[src/rtl/sam_mouse_if_pkg.sv]
// ==========================================================================
// sam_mouse_if_pkg : shared constants, types and helpers for the SAM mouse
// interface.                                                    Rev 1.0
// ==========================================================================
`default_nettype none

package sam_mouse_if_pkg;

  localparam int ACC_W = 12;

  localparam logic [3:0] IDX_HDR0  = 4'd0;
  localparam logic [3:0] IDX_BTN   = 4'd1;
  localparam logic [3:0] IDX_Y_HI  = 4'd2;
  localparam logic [3:0] IDX_Y_MID = 4'd3;
  localparam logic [3:0] IDX_Y_LO  = 4'd4;
  localparam logic [3:0] IDX_X_HI  = 4'd5;
  localparam logic [3:0] IDX_X_MID = 4'd6;
  localparam logic [3:0] IDX_X_LO  = 4'd7;
  localparam logic [3:0] IDX_TRAIL = 4'd8;

  typedef enum logic [1:0] {
    WAIT_B0 = 2'd0,
    WAIT_B1 = 2'd1,
    WAIT_B2 = 2'd2
  } pkt_state_t;

  // 64-bit product: GAP_TIMEOUT_US * CLK_HZ overflows a 32-bit int.
  function automatic int timeout_cycles(input int clk_hz, input int us);
    longint prod;
    prod = longint'(clk_hz) * longint'(us);
    return int'(prod / longint'(1000000));
  endfunction

  function automatic logic [ACC_W-1:0] sat_add(input logic [ACC_W-1:0] acc,
                                               input logic [8:0]       d);
    logic [ACC_W:0] sum;
    sum = {acc[ACC_W-1], acc} + {{(ACC_W-8){d[8]}}, d};
    if (sum[ACC_W] != sum[ACC_W-1])
      sat_add = sum[ACC_W] ? {1'b1, {(ACC_W-1){1'b0}}} : {1'b0, {(ACC_W-1){1'b1}}};
    else
      sat_add = sum[ACC_W-1:0];
  endfunction

endpackage

`default_nettype wire

[src/rtl/sam_mouse_if_if.sv]
// ==========================================================================
// sam_mouse_if_if : PS/2 byte input, CPU read select and mouse nibble output
// bundle.                                                       Rev 1.0
// ==========================================================================
`default_nettype none

interface sam_mouse_if_if;
  logic [7:0] ps2_byte;
  logic       ps2_byte_valid;
  logic       rdmsel;
  logic [3:0] mdata;
  logic       pkt_err;

  modport master (output ps2_byte, ps2_byte_valid, rdmsel, input mdata, pkt_err);
  modport slave  (input ps2_byte, ps2_byte_valid, rdmsel, output mdata, pkt_err);
endinterface

`default_nettype wire

[src/rtl/sam_mouse_pkt.sv]
// ==========================================================================
// sam_mouse_pkt : PS/2 3-byte packet assembler with inter-byte gap timeout.
//                                                               Rev 1.0
// ==========================================================================
`default_nettype none

module sam_mouse_pkt
  import sam_mouse_if_pkg::*;
#(
  parameter int CLK_HZ         = 12000000,
  parameter int GAP_TIMEOUT_US = 2000
) (
  input  logic       clk,
  input  logic       rst_n,
  input  logic [7:0] byte_in,
  input  logic       byte_valid,
  output logic       commit,
  output logic [8:0] dx,
  output logic [8:0] dy,
  output logic [2:0] buttons,
  output logic       pkt_err
);

  localparam int GAP_CYC = timeout_cycles(CLK_HZ, GAP_TIMEOUT_US);
  localparam int GAP_W   = $clog2(GAP_CYC + 1);
  localparam logic [GAP_W-1:0] GAP_LAST = GAP_W'(GAP_CYC - 1);

  pkt_state_t       state, state_nxt;
  logic             ld_b0, ld_b1, ld_b2, err_nxt, gap_expired;
  logic             ovf_x, ovf_y, sgn_x, sgn_y;
  logic [2:0]       btn;
  logic [7:0]       b1, b2;
  logic [GAP_W-1:0] gap_cnt;

  assign gap_expired = (gap_cnt == GAP_LAST);

  always_comb begin
    state_nxt = state;
    ld_b0     = 1'b0;
    ld_b1     = 1'b0;
    ld_b2     = 1'b0;
    err_nxt   = 1'b0;
    case (state)
      WAIT_B0: begin
        if (byte_valid) begin
          if (byte_in[3]) begin
            ld_b0     = 1'b1;
            state_nxt = WAIT_B1;
          end else begin
            err_nxt = 1'b1;
          end
        end
      end
      WAIT_B1: begin
        if (byte_valid) begin
          ld_b1     = 1'b1;
          state_nxt = WAIT_B2;
        end else if (gap_expired) begin
          state_nxt = WAIT_B0;
        end
      end
      WAIT_B2: begin
        if (byte_valid) begin
          ld_b2     = 1'b1;
          state_nxt = WAIT_B0;
        end else if (gap_expired) begin
          state_nxt = WAIT_B0;
        end
      end
      default: state_nxt = WAIT_B0;
    endcase
  end

  always_ff @(posedge clk or negedge rst_n) begin
    if (!rst_n) begin
      state   <= WAIT_B0;
      gap_cnt <= '0;
      ovf_y   <= 1'b0;
      ovf_x   <= 1'b0;
      sgn_y   <= 1'b0;
      sgn_x   <= 1'b0;
      btn     <= 3'b000;
      b1      <= 8'h00;
      b2      <= 8'h00;
      commit  <= 1'b0;
      pkt_err <= 1'b0;
    end else begin
      state   <= state_nxt;
      commit  <= ld_b2;
      pkt_err <= err_nxt;
      if (byte_valid || state == WAIT_B0 || gap_expired)
        gap_cnt <= '0;
      else
        gap_cnt <= gap_cnt + 1'b1;
      if (ld_b0) begin
        ovf_y <= byte_in[7];
        ovf_x <= byte_in[6];
        sgn_y <= byte_in[5];
        sgn_x <= byte_in[4];
        btn   <= byte_in[2:0];
      end
      if (ld_b1) b1 <= byte_in;
      if (ld_b2) b2 <= byte_in;
    end
  end

  assign dx      = ovf_x ? 9'd0 : {sgn_x, b1};
  assign dy      = ovf_y ? 9'd0 : {sgn_y, b2};
  assign buttons = btn;

endmodule

`default_nettype wire

[src/rtl/sam_mouse_if.sv]
// ==========================================================================
// sam_mouse_if : PS/2 mouse packets to SAM Coupe nibble-sequenced mouse port.
//                                                               Rev 1.0
// ==========================================================================
`default_nettype none

module sam_mouse_if
  import sam_mouse_if_pkg::*;
#(
  parameter int CLK_HZ          = 12000000,
  parameter int READ_TIMEOUT_US = 50,
  parameter int GAP_TIMEOUT_US  = 2000
) (
  input  logic          clk,
  input  logic          rst_n,
  sam_mouse_if_if.slave bus
);

  localparam int READ_CYC = timeout_cycles(CLK_HZ, READ_TIMEOUT_US);
  localparam int RD_W     = $clog2(READ_CYC + 1);
  localparam logic [RD_W-1:0] RD_LAST = RD_W'(READ_CYC - 1);
  localparam logic [RD_W-1:0] RD_DONE = RD_W'(READ_CYC);

  logic             commit, pkt_err_w;
  logic [8:0]       dx, dy;
  logic [2:0]       pkt_buttons, buttons;
  logic             rd_q, rd_rise, rd_fall, rd_timeout, snap;
  logic [3:0]       idx, mdata_r, mdata_nxt;
  logic [RD_W-1:0]  rd_cnt;
  logic [ACC_W-1:0] acc_x, acc_y, acc_x_nxt, acc_y_nxt, sx, sy;

  sam_mouse_pkt #(
    .CLK_HZ         (CLK_HZ),
    .GAP_TIMEOUT_US (GAP_TIMEOUT_US)
  ) u_pkt (
    .clk        (clk),
    .rst_n      (rst_n),
    .byte_in    (bus.ps2_byte),
    .byte_valid (bus.ps2_byte_valid),
    .commit     (commit),
    .dx         (dx),
    .dy         (dy),
    .buttons    (pkt_buttons),
    .pkt_err    (pkt_err_w)
  );

  assign rd_rise    = bus.rdmsel & ~rd_q;
  assign rd_fall    = ~bus.rdmsel & rd_q;
  assign rd_timeout = ~(rd_rise | rd_fall) & (rd_cnt == RD_LAST);
  assign snap       = rd_rise & (idx == IDX_BTN);

  // A commit landing on the snapshot edge seeds the freshly cleared accumulator.
  always_comb begin
    acc_x_nxt = acc_x;
    acc_y_nxt = acc_y;
    if (snap) begin
      acc_x_nxt = commit ? sat_add('0, dx) : '0;
      acc_y_nxt = commit ? sat_add('0, dy) : '0;
    end else if (commit) begin
      acc_x_nxt = sat_add(acc_x, dx);
      acc_y_nxt = sat_add(acc_y, dy);
    end
  end

  always_comb begin
    mdata_nxt = 4'hF;
    case (idx)
      IDX_BTN:   mdata_nxt = {1'b1, ~buttons};
      IDX_Y_HI:  mdata_nxt = sy[11:8];
      IDX_Y_MID: mdata_nxt = sy[7:4];
      IDX_Y_LO:  mdata_nxt = sy[3:0];
      IDX_X_HI:  mdata_nxt = sx[11:8];
      IDX_X_MID: mdata_nxt = sx[7:4];
      IDX_X_LO:  mdata_nxt = sx[3:0];
      default:   mdata_nxt = 4'hF;
    endcase
  end

  always_ff @(posedge clk or negedge rst_n) begin
    if (!rst_n) begin
      rd_q    <= 1'b0;
      idx     <= IDX_HDR0;
      rd_cnt  <= '0;
      acc_x   <= '0;
      acc_y   <= '0;
      sx      <= '0;
      sy      <= '0;
      buttons <= 3'b000;
      mdata_r <= 4'hF;
    end else begin
      rd_q    <= bus.rdmsel;
      acc_x   <= acc_x_nxt;
      acc_y   <= acc_y_nxt;
      mdata_r <= mdata_nxt;
      if (snap) begin
        sx <= acc_x;
        sy <= acc_y;
      end
      if (commit) buttons <= pkt_buttons;
      if (rd_rise || rd_fall)
        rd_cnt <= '0;
      else if (rd_cnt != RD_DONE)
        rd_cnt <= rd_cnt + 1'b1;
      if (rd_timeout)
        idx <= IDX_HDR0;
      else if (rd_fall)
        idx <= (idx == IDX_TRAIL) ? IDX_HDR0 : idx + 4'd1;
    end
  end

  assign bus.mdata   = mdata_r;
  assign bus.pkt_err = pkt_err_w;

endmodule

`default_nettype wire

[src/flat_wrapper.sv]
// flat-port wrapper written by rule: the top's interface ports become plain ports
module sam_mouse_if_flat import sam_mouse_if_pkg::*;
#(
  parameter int CLK_HZ          = 12000000,
  parameter int READ_TIMEOUT_US = 50,
  parameter int GAP_TIMEOUT_US  = 2000
)
  (clk, rst_n, bus_ps2_byte, bus_ps2_byte_valid, bus_rdmsel, bus_mdata, bus_pkt_err);
  sam_mouse_if_if bus_i ();
  input  logic clk;
  input  logic rst_n;
  input wire logic [$bits(bus_i.ps2_byte)-1:0] bus_ps2_byte;
  input wire logic [$bits(bus_i.ps2_byte_valid)-1:0] bus_ps2_byte_valid;
  input wire logic [$bits(bus_i.rdmsel)-1:0] bus_rdmsel;
  output wire logic [$bits(bus_i.mdata)-1:0] bus_mdata;
  output wire logic [$bits(bus_i.pkt_err)-1:0] bus_pkt_err;
  assign bus_i.ps2_byte = bus_ps2_byte;
  assign bus_i.ps2_byte_valid = bus_ps2_byte_valid;
  assign bus_i.rdmsel = bus_rdmsel;
  assign bus_mdata = bus_i.mdata;
  assign bus_pkt_err = bus_i.pkt_err;
  sam_mouse_if #(.CLK_HZ(CLK_HZ), .READ_TIMEOUT_US(READ_TIMEOUT_US), .GAP_TIMEOUT_US(GAP_TIMEOUT_US)) u_core (.clk(clk), .rst_n(rst_n), .bus(bus_i));
endmodule
[config.mk]
export PLATFORM = sky130hd
export DESIGN_NAME = sam_mouse_if_flat
export DESIGN_NICKNAME = d
export VERILOG_FILES = /design/src/rtl/sam_mouse_if_pkg.sv /design/src/rtl/sam_mouse_if_if.sv /design/src/rtl/sam_mouse_pkt.sv /design/src/rtl/sam_mouse_if.sv /design/src/flat_wrapper.sv
export SDC_FILE = /design/constraint.sdc
export NUM_CORES = 1
export LEC_CHECK = 0
export ABC_AREA = 1
export CAP_MARGIN = 20
export CORE_MARGIN = 8
export CORE_UTILIZATION = 25
export CTS_BUF_LIST = sky130_fd_sc_hd__clkbuf_8
export CTS_CLUSTER_SIZE = 12
export DETAILED_ROUTE_END_ITERATION = 8
export GPL_TIMING_DRIVEN = 0
export PLACE_DENSITY_LB_ADDON = 0.08
export SYNTH_ARGS = -nofsm -noshare
export SYNTH_HDL_FRONTEND = slang
export SYNTH_SLANG_ARGS = --single-unit
[constraint.sdc]
create_clock -name clk -period 2.6 [get_ports clk]
set_clock_uncertainty 0.2 [all_clocks]
set_input_delay 0.39 -clock clk [delete_from_list [all_inputs] [get_ports clk]]
set_output_delay 0.39 -clock clk [all_outputs]
set_load 0.01 [all_outputs]
After elaboration in Yosys (flattened, before gate mapping)
Index checks and enable logic that the tools add are counted.

cells by class
  add/subtract/negate cells = 5
  $mul = 0
  div/mod/pow operators = 0
  magnitude comparators = 0
  equal/unequal tests = 17
  shifts and indexed selects = 0
  mux-type cells = 34
  bitwise gates (word level) = 9
  reductions and logical operators = 8

operators by type and width
  cell                   number
  $mux 12                10
  $pmux 4 s7             1
  $add 12x9->13          2
  $mux 10                2
  $mux 9                 2
  $eq 4x3->1 const B     4
  $add 15x1->15 const B  1
  $eq 15x15->1 const B   1
  $mux 15                1
  $mux 4                 3
  $add 10x1->10 const B  1
  $eq 10x10->1 const B   1
  $mux 2                 5
  $ne 10x10->1 const B   1
  $mux 1                 9
  $eq 4x2->1 const B     2
  $pmux 2 s3             1
  $reduce_bool 2->1      3
  $add 4x1->4 const B    1
  $and 1x1->1            4
  $eq 4x1->1 const B     1
  $eq 4x4->1 const B     1
  $ne 2x2->1 const B     2
  $logic_or 1x1->1       3
  other kinds (8)        11

word-level totals
  bits in registers = 112
  latch bits = 0
  memory bits (writable) = 0
  ROM bits = 0
  bits of input ports = 12
  output and inout port bits = 5
  logic and storage cells = 93
  memories = 0

Longest topological paths before layout
Gate-level depths: netlist (run 1).

  word-level depth = 6
  depth in mapped cells = 19
  mapped depth without buffers = 18

By module
A second synthesis (run 1) with hierarchy kept.

second synthesis, totals
  cell total of the unflattened synthesis = 955
  area total of the unflattened synthesis = 6880.3 um^2

by module, submodules not included
  module         instances  cells each  area each (um^2)  seq. area each (um^2)
  sam_mouse_if   1          699         4885.9            1756.7
  sam_mouse_pkt  1          256         1994.4            1051.0

Worst setup path before layout (run 1)
No wires, ideal clock.

  path type = flip-flop to flip-flop
  start point = register u_core.u_pkt.ovf_y
  end point = register u_core.acc_y[1]
  library setup time = 0.116 ns
  arrival = 2.123 ns
  required time = 2.284 ns
  setup slack = 0.161 ns
  stages on the path, launching flop included = 19
  path buffers = 1
  period minus slack after synthesis = 2.439 ns
  cells stage by stage = dfrtp_1 > nor2_1 > ha_1 > fa_1 > nand2_1 > nand2_1 > nand2_1 > nand2_1 > nand3_1 > nand2_1 > nand3_1 > nand3_1 > nand2_2 > nand2_2 > buf_6 > nand2_1 > nand2_1 > nand2_1 > nand2_1

on the way
  word-level cells in the longest chain between the ends = 6
  elaborated cells on any way between the ends = 8
  classes of those cells = 1 x add/sub; 1 x eq/ne; 6 x mux

RTL lines
  what                                          line                                            text
  start: declaration                            sam_mouse_pkt.sv:30                             logic ovf_x, ovf_y, sgn_x, sgn_y;
  start signal: assignment                      sam_mouse_pkt.sv:96                             ovf_y <= byte_in[7];
  $mux 9 *                                      sam_mouse_pkt.sv:108                            assign dy = ovf_y ? 9'd0 : {sgn_y, b2};
  $add 12x9->13                                 sam_mouse_if_pkg.sv:37                          sum = {acc[ACC_W-1], acc} + {{(ACC_W-8){d[8]}}, d};
  $mux 12 / $ne 1x1->1 (equally long branches)  sam_mouse_if_pkg.sv:39, sam_mouse_if_pkg.sv:38
  $mux 12                                       sam_mouse_if_pkg.sv:38                          if (sum[ACC_W] != sum[ACC_W-1])
  $mux 12                                       sam_mouse_if.sv:59                              end else if (commit) begin
  $mux 12 *                                     sam_mouse_if.sv:56                              if (snap) begin
  end signal: assignment                        sam_mouse_if.sv:93                              acc_y <= acc_y_nxt;
  end: declaration                              sam_mouse_if.sv:30                              logic [ACC_W-1:0] acc_x, acc_y, acc_x_nxt, acc_y_nxt, sx, sy;

Mark *: on every way between the ends. The rest lies on a longest branch, timed or not. The select of a mux whose other input is x is not followed.
A chain may end at the register's enable or synchronous reset.

Final worst setup path (run 1)
  start point = register u_core.u_pkt.ovf_y
  end point = register u_core.acc_y[0]

The elaborated chain is that of the path after synthesis.

==> results of run 1 <==
==> cell usage in the layout, fill, tap and decap left out, drive strengths merged, types with 3 or more instances in the layout <==
cell type        n
nand2          338
dfrtp          108
inv            108
nor2            72
nand3           72
o21ai           65
buf             41
a21oi           39
nor3            20
clkbuf          19
ha              17
clkdlybuf4s50   15
xor2            13
nand4           11
a31oi            6
xnor2            6
nor3b            5
dfstp            4
o22ai            3
nor4             3
o21a             3
o21bai           3
clkinv           3
==> timing repair <==
| item | 4_1_cts | 5_1_grt |
|---|---|---|
| gates cloned | 0 | 0 |
| hold endpoints to repair | 28 | 0 |
| setup buffers | 13 | 17 |
| resized for setup | 23 | 69 |
| hold buffers | 1 | 0 |
| endpoints found under the setup margin | 23 | 54 |
| pin swaps | 14 | 50 |
==> where the power goes <==
part / total, mW / internal [mW] / switching (mW)
Sequential: 2.92 / 2.36 / 0.563
Combinational: 4.95 / 1.94 / 3.01
Clock: 0.996 / 0.352 / 0.643
Total: 8.86 / 4.65 / 4.21
==> critical path, delay by kind of cell, from the launching register on <==
kind / cells / cell delay [ns]
adder cells (fa/ha/maj): 1 / 0.29
flip-flops: 1 / 0.44
buffers and inverters: 1 / 0.18
AND/OR/NAND/NOR: 11 / 1.33
==> final cells by class <==
cell class	count	area, sq um	share of cell area
clock buffer	9	124	0.0153
buffer	19	125	0.0155
sequential	112	2810	0.348
tap	341	427	0.0528
inverter	106	415	0.0514
multi-input combinational	689	3700	0.458
clock inverter	6	45.0	0.00557
timing repair buffer	48	432	0.0534
==> per-layer routing <==
metal | up-vias | track usage | wire length, um
li1 | 3086 | - | -
met1 | 2792 | 0.164 | 9780
met2 | 46 | 0.202 | 9200
met3 | 4 | 0.0208 | 469
met4 | 0 | 0.0210 | 85
met5 | - | 0 | 0
==> metrics by stage <==
step | hold slack, ns | cell area, sq um | setup slack, ns
after floorplan | -0.106 | 6720 | 0.161
after global placement | 0.257 | 7310 | -3.95
after detailed placement | 0.0899 | 7340 | -0.408
after CTS | 0.208 | 7680 | 0.00000222
after global routing | 0.240 | 8080 | -0.127
final | 0.231 | 8080 | 0.0509
==> flip-flops by register name (all words and copies together) (netlist names), 2 cells and up <==
register              count
u_core.acc_x             12
u_core.acc_y             12
u_core.bus.mdata          4
u_core.buttons            3
u_core.idx                4
u_core.rd_cnt            10
u_core.sx                12
u_core.sy                12
u_core.u_pkt.b1           8
u_core.u_pkt.b2           8
u_core.u_pkt.buttons      3
u_core.u_pkt.gap_cnt     15
u_core.u_pkt.state        2
==> worst max-delay path by stage <==
stage / start / to / cells past startpoint
final: u_core.u_pkt.ovf_y$_DFFE_PN0P_ / u_core.acc_y[0]$_DFFE_PN0P_ / 13
after global routing: u_core.u_pkt.ovf_y$_DFFE_PN0P_ / u_core.acc_y[0]$_DFFE_PN0P_ / 13
after detailed placement: u_core.u_pkt.ovf_y$_DFFE_PN0P_ / u_core.acc_y[4]$_DFFE_PN0P_ / 17
after global placement: rst_n / u_core.u_pkt.gap_cnt[5]$_DFF_PN0_ / 1
after floorplan: u_core.u_pkt.ovf_y$_DFFE_PN0P_ / u_core.acc_y[1]$_DFFE_PN0P_ / 18
after CTS: u_core.u_pkt.b2[0]$_DFFE_PN0P_ / u_core.acc_y[4]$_DFFE_PN0P_ / 19
==> logic make-up after synthesis <==
| group | count (synthesis) | synth area share |
|---|---|---|
| AOI/OAI and AO/OA | 127 | 0.104 |
| and+or+nand+nor | 524 | 0.339 |
| xor gates and xnor gates | 19 | 0.0248 |
| adders and majority gates | 19 | 0.0376 |
| DFF | 112 | 0.418 |
| buffers and inverters | 125 | 0.0763 |
==> flow_metrics.py, run 1 <==
metrics = {
    "layout": {
        "layout.nets": 1016,
        "nFillCells": 2900,
        "n_antenna_cell": 0,
        "area_growth_pct": 20.2,
        "final_util": 0.303,
        "post_route_cells_drive_above_1_share": 0.164,
        "fin_cells": 1330,
    },
    "logic_synthesis": {
        "synth_top_area_share": 0.402,
        "synth_warnings": 0,
        "synthTopCellsByCount": "nand2_1, dfrtp_1, inv_1",
        "synth_cell_types": 41,
        "syn_area_per_cell_sq_um": 7.26,
        "ys_ff_latch": 112,
        "synth_edf_count": 0,
        "syn_inst": 926,
        "synth_nets": 957,
        "synth_top_area_cell": "dfrtp_1",
        "synthTopCellsByArea": "dfrtp_1, nand2_1, inv_1, o21ai_0, nand3_1",
        "ys_seq_area_frac": 0.418,
        "syn_area_sq_um": 6720,
        "ys_async_sr_fraction": 1.00,
        "ys.flop_type": "dfrtp_1",
        "synth_most_common_cell": "nand2_1",
    },
    "grt": {
        "grt_pass1_wl_um": 31800,
        "grt_pass1_vias": 5899,
        "grt_overflow": 0,
        "grt_max_degree": 85,
        "antenna_found_initial": 0,
        "track_usage": 0.121,
    },
    "clocking": {
        "clk_pin_slew_ns": 0.11,
        "htreeDepth": 3,
        "clk_path_buf_depth": 2,
        "cts-root-buf": "clkbuf_8",
        "clk-insertion-delay-late_ns": 0.38,
        "clock-sinks": 112,
        "numCtsBuffers": 9,
        "cts_tree": "built",
    },
    "power_and_ir_drop": {
        "leakage_nw": 3.95,
        "irDropWorstVdd_v": 0.000326,
        "total_power_mw": 8.86,
        "powerDensity_nw_per_um2": 1100,
    },
    "critical_path": {
        "worstReg2RegStart": "u_core.u_pkt.ovf_y$_DFFE_PN0P_",
        "slowest_stage": "dfrtp_2",
        "reg2reg_depth": 13,
        "worstPathMaxFanout": 8,
        "ff2ff_setup_slack_ns": 0.05,
        "path_cells": "buf_4 > nor2_2 > ha_1 > nand3_1 > nor2_1 > nor3b_1 > nand3_2 > nand2_4 > nor2_4 > nor2_4 > nand2_1 > nand2_1 > nand2_1",
        "crit_top_cell": "nand2_1",
        "worst_setup_path_end_kind": "flop",
        "cp_slowest_stage_delay_ns": 0.44,
        "critPathLaunchType": "flop",
        "reg2reg_to": "u_core.acc_y[0]$_DFFE_PN0P_",
        "worstPathRequired_ns": 2.67,
        "crit_type": "flop to flop",
        "cp_data_arrival_time_ns": 2.61,
    },
    "routing": {
        "ant_nets": 0,
        "routed_via_density": 4.46,
        "drtIter0Drc": 338,
        "routed-via-count": 5928,
        "dr.pass1.iters": 4,
        "avgRoutedWirePerCell_um": 14.7,
        "drt_wl_total_um": 19500,
        "route.detailed.drc": 0,
    },
    "sta": {
        "rsz0062_at_grt": "yes",
        "finalCriticalPeriod_ns": 2.55,
        "finalSetupTns_ns": 0,
        "fmax_ghz": 0.392,
        "setup_viol": 0,
        "slew_headroom": 0.564,
        "hold_viol_final": 0,
        "tightest_slew_ns": 0.653,
        "slew_viol_final": 0,
        "final.period_utilization": 0.980,
    },
    "place": {
        "port_buffers": 16,
        "dp_hpwl_um": 15000,
        "post-place-cells": 1284,
        "gp_congestion": 0.774,
    },
    "die": {
        "die_h_um": 180,
        "rows": 60,
        "die_x_um": 180,
        "io_pins": 17,
        "die_area_sq_um": 32400,
        "start_util": 0.252,
        "core_sq_um": 26700,
    },
    "run": {
        "max_cap_violations": 0,
    },
    "hold_path": {
        "hold_path.class": "input pin to asynchronous set/reset pin",
    },
    "status": {
        "outcome": "finished, final reports clean",
    },
}
Note: power is estimated with default switching activity, not from simulation.
==> run 2: changes to the inputs <==
--- a/config.mk
+++ b/config.mk
@@ -7,7 +7,7 @@
 export LEC_CHECK = 0
 export ABC_AREA = 1
 export CAP_MARGIN = 20
-export CORE_MARGIN = 8
+export CORE_MARGIN = 2
 export CORE_UTILIZATION = 25
 export CTS_BUF_LIST = sky130_fd_sc_hd__clkbuf_8
 export CTS_CLUSTER_SIZE = 12
@@ -17,3 +17,4 @@
 export SYNTH_ARGS = -nofsm -noshare
 export SYNTH_HDL_FRONTEND = slang
 export SYNTH_SLANG_ARGS = --single-unit
+export TNS_END_PERCENT = 100
==> run 2 against run 1 <==
Non-clock buffer count rose by 9. Global-route usage rose by 2.5 points. Largest power group unchanged. Sequential share of layout area fell by 1.2 points. Critical path type unchanged. Utilization rose by 1.1 points. Worst hold slack got worse by 0.022 ns. Final cell count rose by 0.75%. Die area fell by 13%. Combinational power rose by 14%. Critical path depth rose by 2.
==> flow_metrics.py, run 2 (synthesized netlist as in run 1, its figures left out) <==
metrics = {
    "layout": {
        "area_growth_pct": 24.5,
        "final_util": 0.314,
        "layout.nets": 1025,
        "mostFrequentLayoutCell": "nand2_1",
        "design_area_sq_um": 8370,
        "fin_cells": 1340,
        "nFillCells": 2886,
        "top_register": "u_core.u_pkt.gap_cnt",
        "largest_register_ffs": 15,
        "n_antenna_cell": 0,
        "post_route_cells_drive_above_1_share": 0.204,
        "layout_common_cells": "nand2_1, dfrtp_1, inv_1",
    },
    "clocking": {
        "numCtsBuffers": 9,
        "clk_path_buf_depth": 2,
        "cts_tree": "built",
        "clk_pin_slew_ns": 0.12,
        "cts-root-buf": "clkbuf_8",
        "clock-sinks": 112,
        "clk-insertion-delay-late_ns": 0.40,
        "htreeDepth": 3,
    },
    "sta": {
        "hold_viol_final": 0,
        "finalCriticalPeriod_ns": 2.56,
        "final.period_utilization": 0.986,
        "slew_headroom": 0.562,
        "fmax_ghz": 0.390,
        "setup_viol": 0,
        "tightest_slew_ns": 0.657,
        "slew_viol_final": 0,
        "rsz0062_at_grt": "yes",
        "whs_ns": 0.210,
        "finalSetupTns_ns": 0,
    },
    "grt": {
        "grt_overflow": 0,
        "grt_pass1_vias": 5963,
        "grt_pass1_wl_um": 32400,
        "track_usage": 0.146,
        "grt_max_degree": 86,
        "antenna_found_initial": 0,
    },
    "critical_path": {
        "worst_setup_path_end_kind": "flop",
        "crit_path_start": "u_core.u_pkt.ovf_x$_DFFE_PN0P_",
        "critPathLaunchType": "flop",
        "crit_type": "flop to flop",
        "cp_data_arrival_time_ns": 2.66,
        "reg2reg_to": "u_core.acc_x[0]$_DFFE_PN0P_",
        "reg2reg_depth": 15,
        "worstPathRequired_ns": 2.69,
        "endpoint": "u_core.acc_x[0]$_DFFE_PN0P_",
        "ff2ff_setup_slack_ns": 0.04,
        "worstReg2RegStart": "u_core.u_pkt.ovf_x$_DFFE_PN0P_",
        "worstPathMaxFanout": 7,
    },
    "routing": {
        "ant_nets": 0,
        "route.detailed.drc": 0,
        "avgRoutedWirePerCell_um": 14.8,
        "routed-via-count": 6001,
        "routed_via_density": 4.48,
        "drt_wl_total_um": 19900,
        "dr.pass1.iters": 5,
        "drtIter0Drc": 317,
    },
    "place": {
        "post-place-cells": 1284,
        "port_buffers": 16,
        "dp_hpwl_um": 14700,
        "place_area_sq_um": 7340,
        "gp_congestion": 0.790,
    },
    "die": {
        "die_h_um": 168,
        "io_pins": 17,
        "die_x_um": 168,
        "die_area_sq_um": 28200,
        "rows": 60,
        "start_util": 0.252,
        "core_sq_um": 26700,
    },
    "power_and_ir_drop": {
        "irDropWorstVdd_v": 0.000256,
        "leakage_nw": 4.07,
        "powerDensity_nw_per_um2": 1160,
    },
    "run": {
        "max_cap_violations": 0,
    },
    "hold_path": {
        "hold_path.class": "input pin to asynchronous set/reset pin",
    },
    "status": {
        "outcome": "finished, final reports clean",
    },
}
==> run 2: cell count changes in the layout (fill, tap and decap cells not counted), sizes merged <==
| cell | previous run | this run |
|---|---|---|
| buf | 41 | 50 |
| bufbuf | 0 | 1 |
| bufinv | 0 | 1 |
| clkinvlp | 1 | 0 |
==> run 2: report_power, final <==
part	internal [mW]	switching [mW]
combinational	2.35	3.27
sequential	2.36	0.583
clock	0.491	0.688
==> run 2: cell type report <==
class | count | area [sq um] | area share
Multi-Input combinational cell | 689 | 3800 | 0.454
Sequential cell | 112 | 2810 | 0.336
Timing Repair Buffer | 58 | 592 | 0.0707
Tap cell | 341 | 427 | 0.0510
Inverter | 106 | 410 | 0.0490
Clock buffer | 10 | 138 | 0.0164
Buffer | 18 | 116 | 0.0139
Clock inverter | 6 | 75.1 | 0.00897
==> run 2: worst min path at each step <==
stage,end,cells past startpoint,start,slack (ns)
5_1_grt,u_core.rd_cnt[4]$_DFFE_PN0P_,2,rst_n,0.23
3_3_place_gp,u_core.u_pkt.gap_cnt[0]$_DFF_PN0_,1,u_core.u_pkt.gap_cnt[0]$_DFF_PN0_,0.26
2_1_floorplan,u_core.acc_x[0]$_DFFE_PN0P_,0,rst_n,-0.11
4_1_cts,u_core.rd_cnt[5]$_DFFE_PN0P_,2,rst_n,0.21
6_report,u_core.rd_cnt[5]$_DFFE_PN0P_,2,rst_n,0.21
3_5_place_dp,u_core.rd_cnt[5]$_DFFE_PN0P_,1,rst_n,0.09
==> run 2: per-stage QoR <==
step,power (mW),setup WS (ns)
2_1_floorplan,5.88,0.161
3_3_place_gp,7.16,-4.11
3_5_place_dp,7.13,-0.381
4_1_cts,9.05,0.00168
5_1_grt,10.6,-0.116
6_report,9.74,0.0355
==> run 2: metal layers <==
metal | vias to the layer above | routed length, um | part of all wire | global-route usage
li1 | 3114 | - | - | -
met1 | 2793 | 10100 | 0.51 | 0.205
met2 | 80 | 9110 | 0.46 | 0.236
met3 | 14 | 470 | 0.024 | 0.0202
met4 | 0 | 207 | 0.010 | 0.0367
met5 | - | 0 | 0 | 0
==> run 2: critical path: stages, from the launching register on <==
cell and delay, ns:
dfrtp_2 0.43, buf_12 0.13, nor2_4 0.04, ha_4 0.16, fa_2 0.35, a21oi_2 0.16
a21boi_2 0.09, nand3_2 0.10, nand3_2 0.07, nand2_1 0.08, nand2_2 0.10, a21oi_4 0.21
buf_12 0.17, nand2_2 0.05, nand2_1 0.05, nand2_1 0.04
==> run 2: what timing repair did <==
item / in CTS / in global routing
resized for setup: 43 / 89
hold buffers: 1 / 0
pin swaps: 30 / 48
setup endpoints to repair: 26 / 47
cloned: 2 / 1
setup buffers: 24 / 13
endpoints found under the hold margin: 27 / 0
